File: src/rtl/maxpool2x2_seq_pkg.sv
// Shared definitions for the 2x2 max-pooling sequencer: default geometry,
// pooled dimensions and the sequencer state encoding.
package maxpool2x2_seq_pkg;

  localparam int unsigned W1_DEF    = 9;
  localparam int unsigned IMG_W_DEF = 26;
  localparam int unsigned IMG_H_DEF = 26;
  localparam int unsigned POOL_W    = IMG_W_DEF / 2;
  localparam int unsigned POOL_H    = IMG_H_DEF / 2;

  typedef enum logic [1:0] {
    StIdle  = 2'd0,
    StFill  = 2'd1,
    StPool  = 2'd2,
    StDrain = 2'd3
  } state_e;

endpackage

File: src/rtl/maxpool2x2_seq_if.sv
// Pixel-in / pooled-out stream bundle for maxpool2x2_seq.
//   in_data/in_valid/in_ready    : conv feature map, raster order
//   out_data/out_valid/out_ready : pooled map
//   out_last                     : marks the final pooled value of a frame
// master : environment side (pixel source, pooled-value sink)
// slave  : pooling block side
interface maxpool2x2_seq_if
  import maxpool2x2_seq_pkg::*;
#(
  parameter int w1 = W1_DEF
) ();

  logic signed [w1-1:0] in_data;
  logic                 in_valid;
  logic                 in_ready;
  logic signed [w1-1:0] out_data;
  logic                 out_valid;
  logic                 out_ready;
  logic                 out_last;

  modport master (
    output in_data, in_valid, out_ready,
    input  in_ready, out_data, out_valid, out_last
  );

  modport slave (
    input  in_data, in_valid, out_ready,
    output in_ready, out_data, out_valid, out_last
  );

endinterface

File: src/rtl/maxpool2x2_seq_max_4a.sv
// max_4a: combinational signed maximum of four samples.
//   num0..num3 : signed inputs
//   max_out    : largest of the four (ties return the shared value)
module max_4a #(
  parameter int w1 = 9
) (
  input  logic signed [w1-1:0] num0,
  input  logic signed [w1-1:0] num1,
  input  logic signed [w1-1:0] num2,
  input  logic signed [w1-1:0] num3,
  output logic signed [w1-1:0] max_out
);

  logic signed [w1-1:0] max01;
  logic signed [w1-1:0] max23;

  always_comb begin
    max01   = (num0 > num1) ? num0 : num1;
    max23   = (num2 > num3) ? num2 : num3;
    max_out = (max01 > max23) ? max01 : max23;
  end

endmodule

File: src/rtl/maxpool2x2_seq.sv
// maxpool2x2_seq: 2x2 max-pooling sequencer between conv and dense layers.
// Buffers each even row in a line buffer; on the following odd row every
// second pixel completes a 2x2 window that is reduced by max_4a and
// registered onto the output stream.
//   clk, rst : clock and asynchronous active-high reset
//   start    : begin a frame (only honoured while idle)
//   busy     : high while a frame is in progress
//   done     : one-cycle pulse after the last pooled value is consumed
//   bus      : pixel-in / pooled-out streams (slave modport)
module maxpool2x2_seq
  import maxpool2x2_seq_pkg::*;
#(
  parameter int w1    = W1_DEF,
  parameter int IMG_W = IMG_W_DEF,
  parameter int IMG_H = IMG_H_DEF
) (
  input  logic                   clk,
  input  logic                   rst,
  input  logic                   start,
  output logic                   busy,
  output logic                   done,
  maxpool2x2_seq_if.slave        bus
);

  localparam int ColW = $clog2(IMG_W);
  localparam int RowW = $clog2(IMG_H);
  localparam logic [ColW-1:0] ColLast = ColW'(IMG_W - 1);
  localparam logic [RowW-1:0] RowLast = RowW'(IMG_H - 1);

  if ((IMG_W % 2) != 0 || (IMG_H % 2) != 0 || IMG_W < 2 || IMG_H < 2) begin : g_bad_dims
    $fatal(1, "maxpool2x2_seq: IMG_W and IMG_H must be even and >= 2");
  end

  state_e               state_q, state_d;
  logic [ColW-1:0]      col_q, col_d;
  logic [RowW-1:0]      row_q, row_d;
  logic signed [w1-1:0] prev_q, prev_d;
  logic signed [w1-1:0] out_data_q, out_data_d;
  logic                 out_valid_q, out_valid_d;
  logic                 out_last_q, out_last_d;
  logic                 done_q, done_d;

  logic signed [w1-1:0] linebuf_q [IMG_W];

  logic                 in_ready;
  logic                 out_fire;
  logic                 lb_we;
  logic [ColW-1:0]      col_even;
  logic signed [w1-1:0] win_max;

  // Left column of the current window (col is odd when the result is used).
  assign col_even = col_q & ~ColW'(1);

  max_4a #(
    .w1 (w1)
  ) u_max_4a (
    .num0    (linebuf_q[col_even]),
    .num1    (linebuf_q[col_q]),
    .num2    (prev_q),
    .num3    (bus.in_data),
    .max_out (win_max)
  );

  always_comb begin
    state_d     = state_q;
    col_d       = col_q;
    row_d       = row_q;
    prev_d      = prev_q;
    out_data_d  = out_data_q;
    out_valid_d = out_valid_q;
    out_last_d  = out_last_q;
    done_d      = 1'b0;
    in_ready    = 1'b0;
    lb_we       = 1'b0;

    out_fire = out_valid_q && bus.out_ready;
    // Drain first; a reload in the same cycle below overrides it.
    if (out_fire) begin
      out_valid_d = 1'b0;
      out_last_d  = 1'b0;
    end

    unique case (state_q)
      StIdle: begin
        if (start) begin
          state_d = StFill;
          col_d   = '0;
          row_d   = '0;
        end
      end

      StFill: begin
        in_ready = 1'b1;
        if (bus.in_valid) begin
          lb_we = 1'b1;
          if (col_q == ColLast) begin
            col_d   = '0;
            row_d   = row_q + 1'b1;
            state_d = StPool;
          end else begin
            col_d = col_q + 1'b1;
          end
        end
      end

      StPool: begin
        // Only accept when the output register can take a result.
        in_ready = !out_valid_q || bus.out_ready;
        if (bus.in_valid && in_ready) begin
          if (!col_q[0]) begin
            prev_d = bus.in_data;
          end else begin
            out_data_d  = win_max;
            out_valid_d = 1'b1;
            out_last_d  = (row_q == RowLast) && (col_q == ColLast);
          end
          if (col_q == ColLast) begin
            col_d = '0;
            if (row_q == RowLast) begin
              row_d   = '0;
              state_d = StDrain;
            end else begin
              row_d   = row_q + 1'b1;
              state_d = StFill;
            end
          end else begin
            col_d = col_q + 1'b1;
          end
        end
      end

      StDrain: begin
        if (out_fire) begin
          done_d  = 1'b1;
          state_d = StIdle;
        end
      end

      default: state_d = StIdle;
    endcase
  end

  always_ff @(posedge clk or posedge rst) begin
    if (rst) begin
      state_q     <= StIdle;
      col_q       <= '0;
      row_q       <= '0;
      prev_q      <= '0;
      out_data_q  <= '0;
      out_valid_q <= 1'b0;
      out_last_q  <= 1'b0;
      done_q      <= 1'b0;
    end else begin
      state_q     <= state_d;
      col_q       <= col_d;
      row_q       <= row_d;
      prev_q      <= prev_d;
      out_data_q  <= out_data_d;
      out_valid_q <= out_valid_d;
      out_last_q  <= out_last_d;
      done_q      <= done_d;
    end
  end

  // Line buffer contents are don't-care after reset.
  always_ff @(posedge clk) begin
    if (lb_we) begin
      linebuf_q[col_q] <= bus.in_data;
    end
  end

  assign bus.in_ready  = in_ready;
  assign bus.out_data  = out_data_q;
  assign bus.out_valid = out_valid_q;
  assign bus.out_last  = out_last_q;
  assign busy          = (state_q != StIdle);
  assign done          = done_q;

endmodule
File: src/flat_wrapper.sv
// flat-port wrapper written by rule: the top's interface ports become plain ports
module maxpool2x2_seq_flat import maxpool2x2_seq_pkg::*;
#(
  parameter int w1    = W1_DEF,
  parameter int IMG_W = IMG_W_DEF,
  parameter int IMG_H = IMG_H_DEF
)
  (clk, rst, start, busy, done, bus_in_data, bus_in_valid, bus_out_ready, bus_in_ready, bus_out_data, bus_out_valid, bus_out_last);
  maxpool2x2_seq_if #(.w1(w1)) bus_i ();
  input  logic clk;
  input  logic rst;
  input  logic start;
  output logic busy;
  output logic done;
  input wire logic [$bits(bus_i.in_data)-1:0] bus_in_data;
  input wire logic [$bits(bus_i.in_valid)-1:0] bus_in_valid;
  input wire logic [$bits(bus_i.out_ready)-1:0] bus_out_ready;
  output wire logic [$bits(bus_i.in_ready)-1:0] bus_in_ready;
  output wire logic [$bits(bus_i.out_data)-1:0] bus_out_data;
  output wire logic [$bits(bus_i.out_valid)-1:0] bus_out_valid;
  output wire logic [$bits(bus_i.out_last)-1:0] bus_out_last;
  assign bus_i.in_data = bus_in_data;
  assign bus_i.in_valid = bus_in_valid;
  assign bus_i.out_ready = bus_out_ready;
  assign bus_in_ready = bus_i.in_ready;
  assign bus_out_data = bus_i.out_data;
  assign bus_out_valid = bus_i.out_valid;
  assign bus_out_last = bus_i.out_last;
  maxpool2x2_seq #(.w1(w1), .IMG_W(IMG_W), .IMG_H(IMG_H)) u_core (.clk(clk), .rst(rst), .start(start), .busy(busy), .done(done), .bus(bus_i));
endmodule
File: config.mk
export PLATFORM = sky130hd
export DESIGN_NAME = maxpool2x2_seq_flat
export DESIGN_NICKNAME = d
export VERILOG_FILES = /design/src/rtl/maxpool2x2_seq_pkg.sv /design/src/rtl/maxpool2x2_seq_if.sv /design/src/rtl/maxpool2x2_seq_max_4a.sv /design/src/rtl/maxpool2x2_seq.sv /design/src/flat_wrapper.sv
export SDC_FILE = /design/constraint.sdc
export NUM_CORES = 1
export LEC_CHECK = 0
export BUFFER_PORTS_ARGS = -buffer_cell sky130_fd_sc_hd__buf_2
export CAP_MARGIN = 40
export CORE_MARGIN = 3
export CORE_UTILIZATION = 50
export DETAILED_ROUTE_END_ITERATION = 8
export PLACE_DENSITY = 0.69
export SLEW_MARGIN = 30
export SYNTH_ARGS = -nofsm -noshare
export SYNTH_HDL_FRONTEND = slang
export SYNTH_SLANG_ARGS = --single-unit
File: constraint.sdc
create_clock -name clk -period 5.1 [get_ports clk]
set_clock_uncertainty 0.2 [all_clocks]
set_input_delay 0 -clock clk [delete_from_list [all_inputs] [get_ports clk]]
set_output_delay 0 -clock clk [all_outputs]
set_load 0.05 [all_outputs]
==> impl_metrics.prom, run 1 <==
# TYPE chip_impl_metric gauge
chip_impl_metric{name="clock_transition_at_path_regs",unit="ns"} 0.06
chip_impl_metric{name="clk_path_buf_depth",unit=""} 3
chip_impl_info{name="netlist_top_cells_count",value="234 x edfxtp_1, 104 x mux2i_1, 49 x nor2_1"} 1
chip_impl_metric{name="synthArstFlopShare",unit=""} 0.124
chip_impl_metric{name="power_dens_cells",unit="mW/mm^2"} 660
chip_impl_metric{name="combinational_share_of_power",unit=""} 0.562
chip_impl_metric{name="wl",unit="um"} 36200
chip_impl_metric{name="intPower",unit="mW"} 6.73
chip_impl_metric{name="reg2reg_setup_slack",unit="ns"} -0.27
chip_impl_info{name="synth-main-ff-cell",value="edfxtp_1"} 1
chip_impl_metric{name="final_antenna_net_count",unit=""} 0
chip_impl_metric{name="cts_inserted_buffers",unit=""} 28
chip_impl_info{name="cp_slowest_cell",value="dfrtp_4"} 1
chip_impl_metric{name="worstSkewPairLatency",unit="ns"} 0.56
chip_impl_metric{name="fp.dieArea",unit="mm^2"} 0.0266
chip_impl_metric{name="timing.critical_path.arrival",unit="ns"} 5.59
chip_impl_metric{name="share_clk_of_total_power",unit=""} 0.187
chip_impl_metric{name="globalRouteOverflowTotal",unit=""} 0
chip_impl_info{name="violations",value="setup timing"} 1
chip_impl_metric{name="number_of_antenna_violations_at_the_first_check_in_global_routing",unit=""} 0
chip_impl_metric{name="drc_errors",unit=""} 0
chip_impl_metric{name="relSlewSlack",unit=""} 0.450
chip_impl_metric{name="maxCapViolations",unit=""} 0
chip_impl_info{name="cp-startpoint",value="u_core.col_q[1]"} 1
chip_impl_info{name="crit-reg2reg-launch",value="u_core.col_q[1]"} 1
chip_impl_metric{name="floorplan.initialDensity",unit=""} 0.517
chip_impl_metric{name="grt_pass1_vias",unit=""} 8520
chip_impl_metric{name="final_critical_path_setup_slack",unit="ns"} -0.269
chip_impl_metric{name="pin_count",unit=""} 28
chip_impl_metric{name="post-route-period-util",unit=""} 1.05
chip_impl_info{name="clock_tree.root_cell",value="clkbuf_16"} 1
chip_impl_metric{name="synth_seq_area_share",unit=""} 0.635
chip_impl_metric{name="largest_net_degree_at_the_start_of_global_routing",unit=""} 34
chip_impl_metric{name="peakVddDrop",unit="V"} 0.000710
chip_impl_metric{name="synth_area_per_cell",unit="um^2"} 14.4
chip_impl_metric{name="final-setup-viol-count",unit=""} 9
chip_impl_metric{name="initial_drt_markers",unit=""} 1108
chip_impl_metric{name="die-width",unit="um"} 163
chip_impl_info{name="post_synth_main_area_contributors",value="edfxtp_1 57%, mux2i_1 8.4%, dfrtp_1 6.7%, ha_1 3.8%, mux2_2 2.3%"} 1
chip_impl_metric{name="design_power_total",unit="mW"} 10.4
chip_impl_metric{name="timing_hold_violations_final",unit=""} 0
chip_impl_metric{name="pre_cts_ws",unit="ns"} -0.494
chip_impl_metric{name="drive_gt1_frac",unit=""} 0.343
chip_impl_metric{name="gate_count_after_technology_mapping",unit=""} 859
chip_impl_metric{name="grt_pass1_wl",unit="um"} 53700
chip_impl_metric{name="dp.final_hpwl",unit="um"} 24900
chip_impl_info{name="cts_tree",value="yes"} 1
chip_impl_metric{name="timing_worst_slew_pin_value",unit="ns"} 0.821
chip_impl_metric{name="grt_usage",unit=""} 0.275
chip_impl_metric{name="dieHeight",unit="um"} 163
chip_impl_metric{name="syn_area",unit="mm^2"} 0.0124
chip_impl_metric{name="overall_via_count_from_detail_route",unit=""} 8699
chip_impl_metric{name="synth_fp_nets",unit=""} 911
chip_impl_metric{name="antenna-diode-count",unit=""} 0
chip_impl_metric{name="synth-edff-count",unit=""} 234
chip_impl_info{name="hold_start",value="bus_out_ready"} 1
chip_impl_metric{name="synthDistinctLibCells",unit=""} 74
chip_impl_metric{name="floorplan.rows",unit=""} 56
chip_impl_metric{name="number_of_buffers_and_inverters_on_the_critical_path",unit=""} 16
chip_impl_metric{name="power.share.switching",unit=""} 0.356
chip_impl_metric{name="synth_top_area_share",unit=""} 0.569
chip_impl_metric{name="syn2layout_area_growth",unit="%"} 28.0
chip_impl_info{name="crit_path_end_kind",value="register"} 1
chip_impl_info{name="critPathLaunchType",value="register"} 1
chip_impl_metric{name="routabilityCongestion",unit=""} 1.01
chip_impl_metric{name="timing.final.crit_period",unit="ns"} 5.37
chip_impl_metric{name="design.final.nets",unit=""} 1154
chip_impl_metric{name="avgRoutedWirePerCell",unit="um"} 25.1
chip_impl_metric{name="drt_pass1_iterations",unit=""} 6
chip_impl_metric{name="yosys_register_bits",unit=""} 267
chip_impl_metric{name="share_seq_of_total_power",unit=""} 0.252
chip_impl_metric{name="final-max-slew-violation-count",unit=""} 0
chip_impl_metric{name="max_freq",unit="MHz"} 186
chip_impl_info{name="run_status",value="finished with violations"} 1
chip_impl_metric{name="worstPathMaxFanout",unit=""} 10
chip_impl_metric{name="ys.warnings.count",unit=""} 0
chip_impl_metric{name="leakage",unit="nW"} 6.00
chip_impl_info{name="critical_path.top_delay_family",value="buffers and inverters"} 1
chip_impl_metric{name="required",unit="ns"} 5.33
chip_impl_metric{name="timing.critical_path.slowest_cell_delay",unit="ns"} 0.57
chip_impl_info{name="timing.setup.critical_path_class",value="register to register"} 1
chip_impl_metric{name="h-tree-depth",unit=""} 1
chip_impl_info{name="synth_most_common_cell",value="edfxtp_1"} 1
chip_impl_metric{name="power_switching",unit="mW"} 3.72
chip_impl_metric{name="total_number_of_clock_tree_sinks",unit=""} 267
chip_impl_info{name="holdCritPathClass",value="primary input to register"} 1
chip_impl_info{name="rsz0062_at_grt",value="true"} 1
chip_impl_metric{name="port_buffers",unit=""} 27
chip_impl_info{name="cp_common_cell",value="buf_4"} 1
chip_impl_info{name="synth.largest_area_cell",value="edfxtp_1"} 1
chip_impl_metric{name="core_region_area",unit="mm^2"} 0.0239
chip_impl_metric{name="avgViaCountPerCell",unit=""} 6.03
-- metrics by stage --
step	util	setup TNS (ns)	cells	hold WS, ns	cell area, um^2
finish	0.662	-1.94	1443	0.0778	15800
global route	0.662	-3.39	1443	0.109	15800
detailed placement	0.587	-3.49	1334	-0.0773	14000
floorplan	-	0	859	-0.101	12400
CTS	0.648	-1.40	1427	0.0530	15500
global placement	0.583	-3.32	1322	-0.0802	13900
-- worst register-to-register path, delay by kind of cell, from the launching register on --
family	cells	cell delay, ns
AO/OA/AOI/OAI	5	1.02
adder cells (fa/ha/maj)	1	0.18
buffers and inverters	16	2.06
flip-flops	1	0.57
multiplexers	4	0.74
AND/OR/NAND/NOR	2	0.48
-- final cells by class --
type / instances / area, um^2
repair buffers: 259 / 2140
fillers: 1686 / 8070
well taps: 319 / 399
flip-flops and latches: 267 / 7860
multi-input cells: 507 / 4390
clock buffers: 37 / 754
clock inverters: 15 / 134
inverters: 39 / 146
-- per-layer routing --
layer / up-vias / global-route usage / wire (um)
met5: - / 0 / 0
met4: 0 / 0.105 / 1510
met3: 107 / 0.0517 / 2890
met2: 451 / 0.426 / 16500
met1: 4311 / 0.389 / 15300
li1: 3830 / - / -
-- sequential cells by signal, indices dropped and copies added (netlist names) --
register              cells
u_core.prev_q             9
u_core.bus.out_last       1
u_core.linebuf_q        234
u_core.col_q              5
u_core.done               1
u_core.bus.out_data       9
u_core.state_q            2
u_core.row_q              5
u_core.bus.out_valid      1
-- power groups by stage --
stage	combinational (mW)	clock, mW	sequential [mW]
2_1_floorplan	2.59	0	2.73
3_3_place_gp	4.42	0	2.66
3_5_place_dp	4.46	0	2.66
4_1_cts	5.36	1.98	2.63
5_1_grt	6.26	2.07	2.64
6_report	5.87	1.95	2.63
-- cells in the final DEF (no fill, tap or decap), types with 8 or more instances in the layout --
cell,count
mux2i_1,93
ha_1,32
o22ai_1,14
o211ai_1,9
dlygate4sd3_1,14
nor2_1,45
a22oi_1,9
a21oi_1,9
mux4_2,11
mux2_2,21
buf_12,8
o21ai_0,25
buf_2,29
nand3_1,19
nand2_1,45
dfrtp_1,28
inv_1,37
edfxtp_1,234
clkbuf_16,29
buf_4,194
-- path summary, 6_finish.rpt --
path / endpoint / cells after the start
worst max-delay path: u_core.bus.out_data[3] / 28
worst min-delay path: u_core.done / 3
worst max register to register: u_core.bus.out_data[3] / 28
worst min register to register: u_core.bus.out_data[5] / 2
max in group asynchronous: u_core.col_q[1] / 5
min in group asynchronous: u_core.prev_q[3] / 5
-- what timing repair did --
item,CTS,global route
gates resized for setup,39,34
hold endpoints to repair,288,0
endpoints found under the setup margin,9,9
gates cloned,3,1
buffers inserted,24,9
pin swaps,18,17
hold buffers,14,0
-- logic make-up after synthesis --
kind of cell    after synthesis  synth area share
compound gates              148            0.0854
buf+inv                      85            0.0348
simple gates                178            0.0724
flops                       267             0.635
mux                         143             0.133
fa+ha+maj                    38            0.0385
(Power assumes the default switching activity.)
==> run 2, diff against run 1 <==
--- a/config.mk
+++ b/config.mk
@@ -5,12 +5,13 @@
 export SDC_FILE = /design/constraint.sdc
 export NUM_CORES = 1
 export LEC_CHECK = 0
-export BUFFER_PORTS_ARGS = -buffer_cell sky130_fd_sc_hd__buf_2
+export BUFFER_PORTS_ARGS = -buffer_cell sky130_fd_sc_hd__buf_4
 export CAP_MARGIN = 40
 export CORE_MARGIN = 3
-export CORE_UTILIZATION = 50
+export CORE_UTILIZATION = 54
 export DETAILED_ROUTE_END_ITERATION = 8
-export PLACE_DENSITY = 0.69
+export PLACE_DENSITY = 0.73
+export SETUP_SLACK_MARGIN = 0.2
 export SLEW_MARGIN = 30
 export SYNTH_ARGS = -nofsm -noshare
 export SYNTH_HDL_FRONTEND = slang
==> run 2 against run 1 <==
  * Critical path depth decreased by 5
  * Sequential share of layout area increased by 1.8 points
  * Core utilization increased by 2.7 points
  * Worst hold slack got worse by 0.021 ns
  * The run still ends with setup timing left
  * Critical endpoint is now u_core.bus.out_data[7]
  * Global-route usage increased by 0.13 points
  * Die area decreased by 7.1%
  * Design area decreased by 3.5%
  * Cell count decreased by 7.9%
  * Critical path type unchanged
  * Sequential power about the same
  * Flip-flop and latch count unchanged
  * Maximum frequency decreased by 1.2%
==> impl_metrics.prom, run 2 (synthesis results as in run 1) <==
# TYPE chip_impl_metric gauge
chip_impl_info{name="clock_tree.root_cell",value="clkbuf_16"} 1
chip_impl_metric{name="post-route-period-util",unit=""} 1.07
chip_impl_metric{name="final_core_util",unit=""} 0.689
chip_impl_metric{name="leakage",unit="nW"} 5.65
chip_impl_metric{name="floorplan.initialDensity",unit=""} 0.558
chip_impl_metric{name="timing.final.crit_period",unit="ns"} 5.44
chip_impl_info{name="cp-startpoint",value="u_core.col_q[1]"} 1
chip_impl_metric{name="timing_worst_slew_pin_value",unit="ns"} 0.827
chip_impl_metric{name="dieHeight",unit="um"} 157
chip_impl_metric{name="avgRoutedWirePerCell",unit="um"} 25.8
chip_impl_metric{name="timing_hold_violations_final",unit=""} 0
chip_impl_metric{name="initial_drt_markers",unit=""} 1132
chip_impl_metric{name="final_critical_path_setup_slack",unit="ns"} -0.336
chip_impl_metric{name="grt_pass1_vias",unit=""} 8323
chip_impl_metric{name="number_of_antenna_violations_at_the_first_check_in_global_routing",unit=""} 0
chip_impl_metric{name="number_of_buffers_and_inverters_on_the_critical_path",unit=""} 5
chip_impl_metric{name="wl",unit="um"} 34300
chip_impl_info{name="layout.cells.most_common_list",value="234 x edfxtp_1, 160 x buf_4, 90 x mux2i_1"} 1
chip_impl_info{name="crit-reg2reg-launch",value="u_core.col_q[1]"} 1
chip_impl_metric{name="max_freq",unit="MHz"} 184
chip_impl_info{name="critPathLaunchType",value="register"} 1
chip_impl_metric{name="syn2layout_area_growth",unit="%"} 23.6
chip_impl_metric{name="design.final.nets",unit=""} 1082
chip_impl_info{name="cp_common_cell",value="mux2_4"} 1
chip_impl_metric{name="timing.critical_path.arrival",unit="ns"} 5.70
chip_impl_metric{name="reg2reg_setup_slack",unit="ns"} -0.34
chip_impl_metric{name="total_number_of_clock_tree_sinks",unit=""} 267
chip_impl_info{name="run_status",value="finished with violations"} 1
chip_impl_metric{name="floorplan.rows",unit=""} 54
chip_impl_metric{name="grt_pass1_wl",unit="um"} 51000
chip_impl_metric{name="port_buffers",unit=""} 27
chip_impl_info{name="crit_path_end_kind",value="register"} 1
chip_impl_info{name="hold_start",value="bus_out_ready"} 1
chip_impl_info{name="rsz0062_at_grt",value="true"} 1
chip_impl_metric{name="worstSkewPairLatency",unit="ns"} 0.55
chip_impl_metric{name="pre_cts_ws",unit="ns"} -0.316
chip_impl_info{name="timing.setup.critical_path_class",value="register to register"} 1
chip_impl_info{name="cts_tree",value="yes"} 1
chip_impl_info{name="cp_slowest_cell",value="dfrtp_4"} 1
chip_impl_metric{name="final_antenna_net_count",unit=""} 0
chip_impl_metric{name="maxCapViolations",unit=""} 0
chip_impl_metric{name="fp.dieArea",unit="mm^2"} 0.0247
chip_impl_metric{name="dp.final_hpwl",unit="um"} 22700
chip_impl_metric{name="drive_gt1_frac",unit=""} 0.305
chip_impl_metric{name="final-instance-count-excl-fill",unit=""} 1329
chip_impl_metric{name="die-width",unit="um"} 157
chip_impl_metric{name="overall_via_count_from_detail_route",unit=""} 8457
chip_impl_metric{name="sum_of_negative_setup_slack",unit="ns"} -2.64
chip_impl_metric{name="placed_cells",unit=""} 1243
chip_impl_metric{name="multi_input_logic_area",unit="mm^2"} 0.00442
chip_impl_metric{name="timing.hold.ws",unit="ns"} 0.0567
chip_impl_metric{name="final-setup-viol-count",unit=""} 9
chip_impl_metric{name="avgViaCountPerCell",unit=""} 6.36
chip_impl_metric{name="clk_path_buf_depth",unit=""} 3
chip_impl_metric{name="worstPathMaxFanout",unit=""} 7
chip_impl_metric{name="cts_inserted_buffers",unit=""} 28
chip_impl_metric{name="final-max-slew-violation-count",unit=""} 0
chip_impl_metric{name="nFillCells",unit=""} 1472
chip_impl_metric{name="drc_errors",unit=""} 0
chip_impl_metric{name="globalRouteOverflowTotal",unit=""} 0
chip_impl_metric{name="required",unit="ns"} 5.37
chip_impl_metric{name="drt_pass1_iterations",unit=""} 5
chip_impl_metric{name="antenna-diode-count",unit=""} 0
chip_impl_info{name="layout.cells.most_common",value="edfxtp_1"} 1
chip_impl_metric{name="power_dens_cells",unit="mW/mm^2"} 671
chip_impl_info{name="reg_to_reg_endpoint",value="u_core.bus.out_data[7]"} 1
chip_impl_metric{name="timing.critical_path.slowest_cell_delay",unit="ns"} 0.51
chip_impl_metric{name="h-tree-depth",unit=""} 1
chip_impl_metric{name="routabilityCongestion",unit=""} 1.05
chip_impl_info{name="violations",value="setup timing"} 1
chip_impl_metric{name="core_region_area",unit="mm^2"} 0.0222
chip_impl_info{name="most_flops_register",value="u_core.linebuf_q"} 1
chip_impl_info{name="critical_path.top_delay_family",value="compound AO/OA/AOI/OAI gates"} 1
chip_impl_metric{name="regArea",unit="mm^2"} 0.00786
chip_impl_metric{name="pin_count",unit=""} 28
chip_impl_metric{name="grt_usage",unit=""} 0.276
chip_impl_metric{name="peakVddDrop",unit="V"} 0.000620
chip_impl_metric{name="largest_net_degree_at_the_start_of_global_routing",unit=""} 34
chip_impl_metric{name="largest_register_ffs",unit=""} 234
chip_impl_info{name="holdCritPathClass",value="primary input to register"} 1
chip_impl_info{name="cell_breakdown_of_the_critical_path",value="buf_12, mux2_4, a221o_1, a311oi_2, buf_4, o211ai_1, inv_1, ha_1, nand4_1, nor2_1, o31a_1, o211a_4, mux2_4, inv_4, ha_4, o21ai_2, a21oi_2, o311ai_2, o21ai_1, a21oi_2, buf_6, mux2_4, o21ai_2"} 1
chip_impl_info{name="endpoint",value="u_core.bus.out_data[7]"} 1
chip_impl_metric{name="depth_of_the_worst_register_to_register_path",unit=""} 23
chip_impl_metric{name="crit_cells",unit=""} 23
chip_impl_metric{name="clock_transition_at_path_regs",unit="ns"} 0.06
chip_impl_metric{name="relSlewSlack",unit=""} 0.447
[run 2: tightest hold or removal path, cell delays in order]
cell and delay, ns:
dlygate4sd3_1 0.53, buf_4 0.11, and3_1 0.14
[run 2: power breakdown]
part	switching (mW)	total, mW	internal (mW)	leakage (nW)
sequential	0.105	2.63	2.52	2.53
combinational	2.80	5.51	2.71	2.66
clock	0.845	2.11	1.26	0.454
total	3.75	10.2	6.50	5.65
[run 2: layout make-up]
type                    instances  area share
flip-flops and latches        267       0.515
multi-input cells             507       0.290
repair buffers                187       0.100
clock buffers                  33      0.0471
well taps                     280      0.0229
clock inverters                16      0.0153
inverters                      39     0.00975
[run 2: worst min-delay path by stage]
| stage | to | slack (ns) | depth (start not counted) |
|---|---|---|---|
| detailed placement | u_core.bus.out_data[2] | -0.06 | 3 |
| global placement | u_core.bus.out_last | -0.07 | 3 |
| CTS | u_core.done | 0.05 | 3 |
| floorplan | u_core.linebuf_q[0][0] | -0.10 | 0 |
| global route | u_core.done | 0.08 | 3 |
| finish | u_core.done | 0.06 | 3 |
[run 2: layer usage]
layer / vias up / GRT usage / wire length (um)
li1: 3686 / - / -
met1: 4158 / 0.384 / 13700
met2: 474 / 0.419 / 15500
met3: 139 / 0.0624 / 3250
met4: 0 / 0.128 / 1890
met5: - / 0 / 0
[run 2: through the flow]
| stage | power [mW] | instance area (um^2) |
|---|---|---|
| 2_1_floorplan | 5.38 | 12400 |
| 3_3_place_gp | 6.82 | 13600 |
| 3_5_place_dp | 6.90 | 13600 |
| 4_1_cts | 9.27 | 14900 |
| 5_1_grt | 10.7 | 15300 |
| 6_report | 10.2 | 15300 |
[run 2: what timing repair did]
item / 4_1_cts / 5_1_grt
gates cloned: 2 / 0
pin swaps: 9 / 17
hold endpoints to repair: 289 / 0
gates resized for setup: 17 / 60
buffers inserted: 6 / 9
hold buffers: 14 / 0
setup endpoints to repair: 9 / 9
==> run 3, diff against run 2 <==
--- a/config.mk
+++ b/config.mk
@@ -10,7 +10,7 @@
 export CORE_MARGIN = 3
 export CORE_UTILIZATION = 54
 export DETAILED_ROUTE_END_ITERATION = 8
-export PLACE_DENSITY = 0.73
+export PLACE_DENSITY = 0.7
 export SETUP_SLACK_MARGIN = 0.2
 export SLEW_MARGIN = 30
 export SYNTH_ARGS = -nofsm -noshare
==> constraint.sdc (replaced) <==
create_clock -name clk -period 6.3 [get_ports clk]
set_clock_uncertainty 0.2 [all_clocks]
set_input_delay 0 -clock clk [delete_from_list [all_inputs] [get_ports clk]]
set_output_delay 0 -clock clk [all_outputs]
set_load 0.05 [all_outputs]
==> run 3 against run 2 <==
  * The run now ends clean
  * Critical path type unchanged
  * Combinational power decreased by 44%
  * Non-clock buffer count decreased by 99
  * Clock power decreased by 20%
  * Cell count decreased by 7.5%
  * Design area decreased by 7.4%
  * Wire length decreased by 3.3%
  * Core utilization decreased by 5.1 points
  * Register-to-register slack improved by 0.82 ns
  * Via count decreased by 7.2%
  * Clock-buffer cell count increased by 3
==> impl_metrics.prom, run 3 (synthesis results as in run 1) <==
# TYPE chip_impl_metric gauge
chip_impl_metric{name="clk_path_buf_depth",unit=""} 3
chip_impl_info{name="holdCritPathClass",value="primary input to register"} 1
chip_impl_metric{name="total_number_of_clock_tree_sinks",unit=""} 267
chip_impl_metric{name="number_of_antenna_violations_at_the_first_check_in_global_routing",unit=""} 0
chip_impl_metric{name="maxCapViolations",unit=""} 0
chip_impl_metric{name="die-width",unit="um"} 157
chip_impl_info{name="crit-reg2reg-launch",value="u_core.col_q[4]"} 1
chip_impl_metric{name="floorplan.initialDensity",unit=""} 0.558
chip_impl_info{name="layout.cells.most_common_list",value="234 x edfxtp_1, 103 x mux2i_1, 64 x buf_4"} 1
chip_impl_metric{name="timing.critical_path.slowest_cell_delay",unit="ns"} 0.67
chip_impl_metric{name="min_delay_path_depth",unit=""} 3
chip_impl_metric{name="port_buffers",unit=""} 27
chip_impl_metric{name="pin_count",unit=""} 28
chip_impl_metric{name="syn2layout_area_growth",unit="%"} 14.4
chip_impl_metric{name="drc_errors",unit=""} 0
chip_impl_metric{name="overall_via_count_from_detail_route",unit=""} 7847
chip_impl_metric{name="h-tree-depth",unit=""} 1
chip_impl_metric{name="routabilityCongestion",unit=""} 0.937
chip_impl_metric{name="largest_net_degree_at_the_start_of_global_routing",unit=""} 58
chip_impl_info{name="rsz0062_at_grt",value="false"} 1
chip_impl_metric{name="timing.final.crit_period",unit="ns"} 5.82
chip_impl_info{name="cp_slowest_cell",value="or3b_2"} 1
chip_impl_metric{name="globalRouteOverflowTotal",unit=""} 0
chip_impl_metric{name="design.final.nets",unit=""} 982
chip_impl_metric{name="sum_of_negative_setup_slack",unit="ns"} 0
chip_impl_metric{name="multi_input_logic_area",unit="mm^2"} 0.00410
chip_impl_metric{name="grt_usage",unit=""} 0.269
chip_impl_metric{name="grt_pass1_wl",unit="um"} 49300
chip_impl_metric{name="peakVddDrop",unit="V"} 0.000371
chip_impl_metric{name="required",unit="ns"} 6.56
chip_impl_metric{name="clock_transition_at_path_regs",unit="ns"} 0.06
chip_impl_metric{name="grt_pass1_vias",unit=""} 7779
chip_impl_info{name="timing.setup.critical_path_class",value="register to register"} 1
chip_impl_info{name="critical_path.top_delay_family",value="compound AO/OA/AOI/OAI gates"} 1
chip_impl_metric{name="final_antenna_net_count",unit=""} 0
chip_impl_info{name="critPathLaunchType",value="register"} 1
chip_impl_metric{name="dp.final_hpwl",unit="um"} 22200
chip_impl_metric{name="worstSkewPairLatency",unit="ns"} 0.55
chip_impl_info{name="clock_tree.root_cell",value="clkbuf_16"} 1
chip_impl_metric{name="post-route-period-util",unit=""} 0.924
chip_impl_metric{name="avgRoutedWirePerCell",unit="um"} 27.0
chip_impl_metric{name="relSlewSlack",unit=""} 0.423
chip_impl_metric{name="drive_gt1_frac",unit=""} 0.183
chip_impl_metric{name="max_freq",unit="MHz"} 172
chip_impl_metric{name="regArea",unit="mm^2"} 0.00786
chip_impl_metric{name="final_core_util",unit=""} 0.638
chip_impl_metric{name="largest_register_ffs",unit=""} 234
chip_impl_metric{name="reg2reg_setup_slack",unit="ns"} 0.48
chip_impl_metric{name="final-setup-viol-count",unit=""} 0
chip_impl_info{name="most_flops_register",value="u_core.linebuf_q"} 1
chip_impl_metric{name="timing.critical_path.arrival",unit="ns"} 6.08
chip_impl_info{name="hold_start",value="bus_out_ready"} 1
chip_impl_metric{name="drt_pass1_iterations",unit=""} 5
chip_impl_metric{name="fp.dieArea",unit="mm^2"} 0.0247
chip_impl_metric{name="nFillCells",unit=""} 1598
chip_impl_metric{name="initial_drt_markers",unit=""} 894
chip_impl_info{name="cts_tree",value="yes"} 1
chip_impl_metric{name="floorplan.rows",unit=""} 54
chip_impl_metric{name="cts_inserted_buffers",unit=""} 27
chip_impl_metric{name="depth_of_the_worst_register_to_register_path",unit=""} 21
chip_impl_metric{name="timing_hold_violations_final",unit=""} 0
chip_impl_metric{name="leakage",unit="nW"} 5.09
chip_impl_metric{name="final-max-slew-violation-count",unit=""} 0
chip_impl_metric{name="power_dens_cells",unit="mW/mm^2"} 487
chip_impl_metric{name="wl",unit="um"} 33100
chip_impl_info{name="whs_endpoint",value="u_core.done"} 1
chip_impl_metric{name="core_region_area",unit="mm^2"} 0.0222
chip_impl_info{name="reg_to_reg_endpoint",value="u_core.bus.out_data[1]"} 1
chip_impl_metric{name="timing_worst_slew_pin_value",unit="ns"} 0.863
chip_impl_info{name="run_status",value="completed"} 1
chip_impl_metric{name="number_of_buffers_and_inverters_on_the_critical_path",unit=""} 3
chip_impl_info{name="crit_path_end_kind",value="register"} 1
chip_impl_info{name="layout.cells.most_common",value="edfxtp_1"} 1
chip_impl_metric{name="worstPathMaxFanout",unit=""} 18
chip_impl_metric{name="avgViaCountPerCell",unit=""} 6.38
chip_impl_info{name="cell_breakdown_of_the_critical_path",value="or3b_2, o22ai_1, a2111oi_2, o211ai_1, inv_1, ha_1, a21oi_1, a21boi_0, o31a_1, o211a_4, mux2i_1, inv_1, ha_1, o21ai_0, a21oi_1, o311ai_0, o21ai_0, a21oi_1, buf_4, mux2_2, o21ai_0"} 1
chip_impl_metric{name="antenna-diode-count",unit=""} 0
chip_impl_metric{name="dieHeight",unit="um"} 157
## run 3: cell types whose count changed in the layout (fill, tap and decap cells not counted), moves of 4 or more
cell / previous run / this run
clkbuf_4: 2 / 6
mux2_4: 7 / 0
buf_4: 160 / 64
ha_1: 33 / 38
mux2_2: 18 / 25
mux2i_1: 90 / 103
mux2i_2: 9 / 1
o21ai_2: 4 / 0
mux2i_4: 5 / 0
## run 3: area by class of cell
class / instances / share of cell area
Clock inverter: 12 / 0.0154
Clock buffer: 36 / 0.0509
Multi-Input combinational cell: 507 / 0.290
Timing Repair Buffer: 88 / 0.0524
Tap cell: 280 / 0.0248
Inverter: 39 / 0.0104
Sequential cell: 267 / 0.556
## run 3: where the power goes
group	total [mW]	leakage, nW	internal (mW)	switching (mW)
clock	1.68	0.443	1.01	0.669
sequential	2.14	2.53	2.04	0.0996
combinational	3.06	2.11	1.27	1.79
total	6.89	5.09	4.33	2.56
## run 3: how the worst max path moves through the flow
stage	startpoint	to	slack, ns	depth (start not counted)
floorplan	u_core.col_q[1]	u_core.bus.out_data[1]	1.16	25
global placement	u_core.col_q[1]	u_core.bus.out_data[1]	0.34	21
detailed placement	u_core.col_q[1]	u_core.bus.out_data[1]	0.26	21
CTS	u_core.col_q[1]	u_core.bus.out_data[1]	0.21	21
global route	u_core.col_q[4]	u_core.bus.out_data[1]	0.21	20
finish	u_core.col_q[4]	u_core.bus.out_data[1]	0.48	21
## run 3: worst reg2reg max path, delay by kind of cell, from the launching register on
family	cells	cell delay [ns]
AO/OA/AOI/OAI	13	2.53
AND/OR/NAND/NOR	1	0.68
multiplexers	2	0.74
buffers and inverters	3	0.38
flip-flops	1	0.55
adder cells (fa/ha/maj)	2	0.66
## run 3: stage by stage
stage / cells / total power [mW] / setup slack, ns / instance area, um^2 / hold slack, ns
floorplan: 859 / 4.29 / 1.16 / 12400 / -0.101
global placement: 1151 / 5.05 / 0.345 / 12900 / -0.103
detailed placement: 1155 / 5.13 / 0.255 / 12900 / -0.0762
CTS: 1217 / 6.83 / 0.207 / 14000 / 0.0356
global route: 1229 / 7.26 / 0.209 / 14100 / 0.0950
finish: 1229 / 6.89 / 0.480 / 14100 / 0.0653
## run 3: timing repair
action / 4_1_cts / 5_1_grt
setup endpoints to repair: 0 / 9
endpoints found under the hold margin: 289 / 0
hold buffers: 14 / 0
resized for setup: 0 / 7
setup buffers: 0 / 2
## run 3: routing by layer
metal	vias to the layer above	GRT usage	wire, um	part of all wire
met3	71	0.0476	2560	0.077
met1	3899	0.383	13900	0.42
met4	0	0.0843	1110	0.034
met2	395	0.427	15600	0.47
met5	-	0	0	0
li1	3482	-	-	-
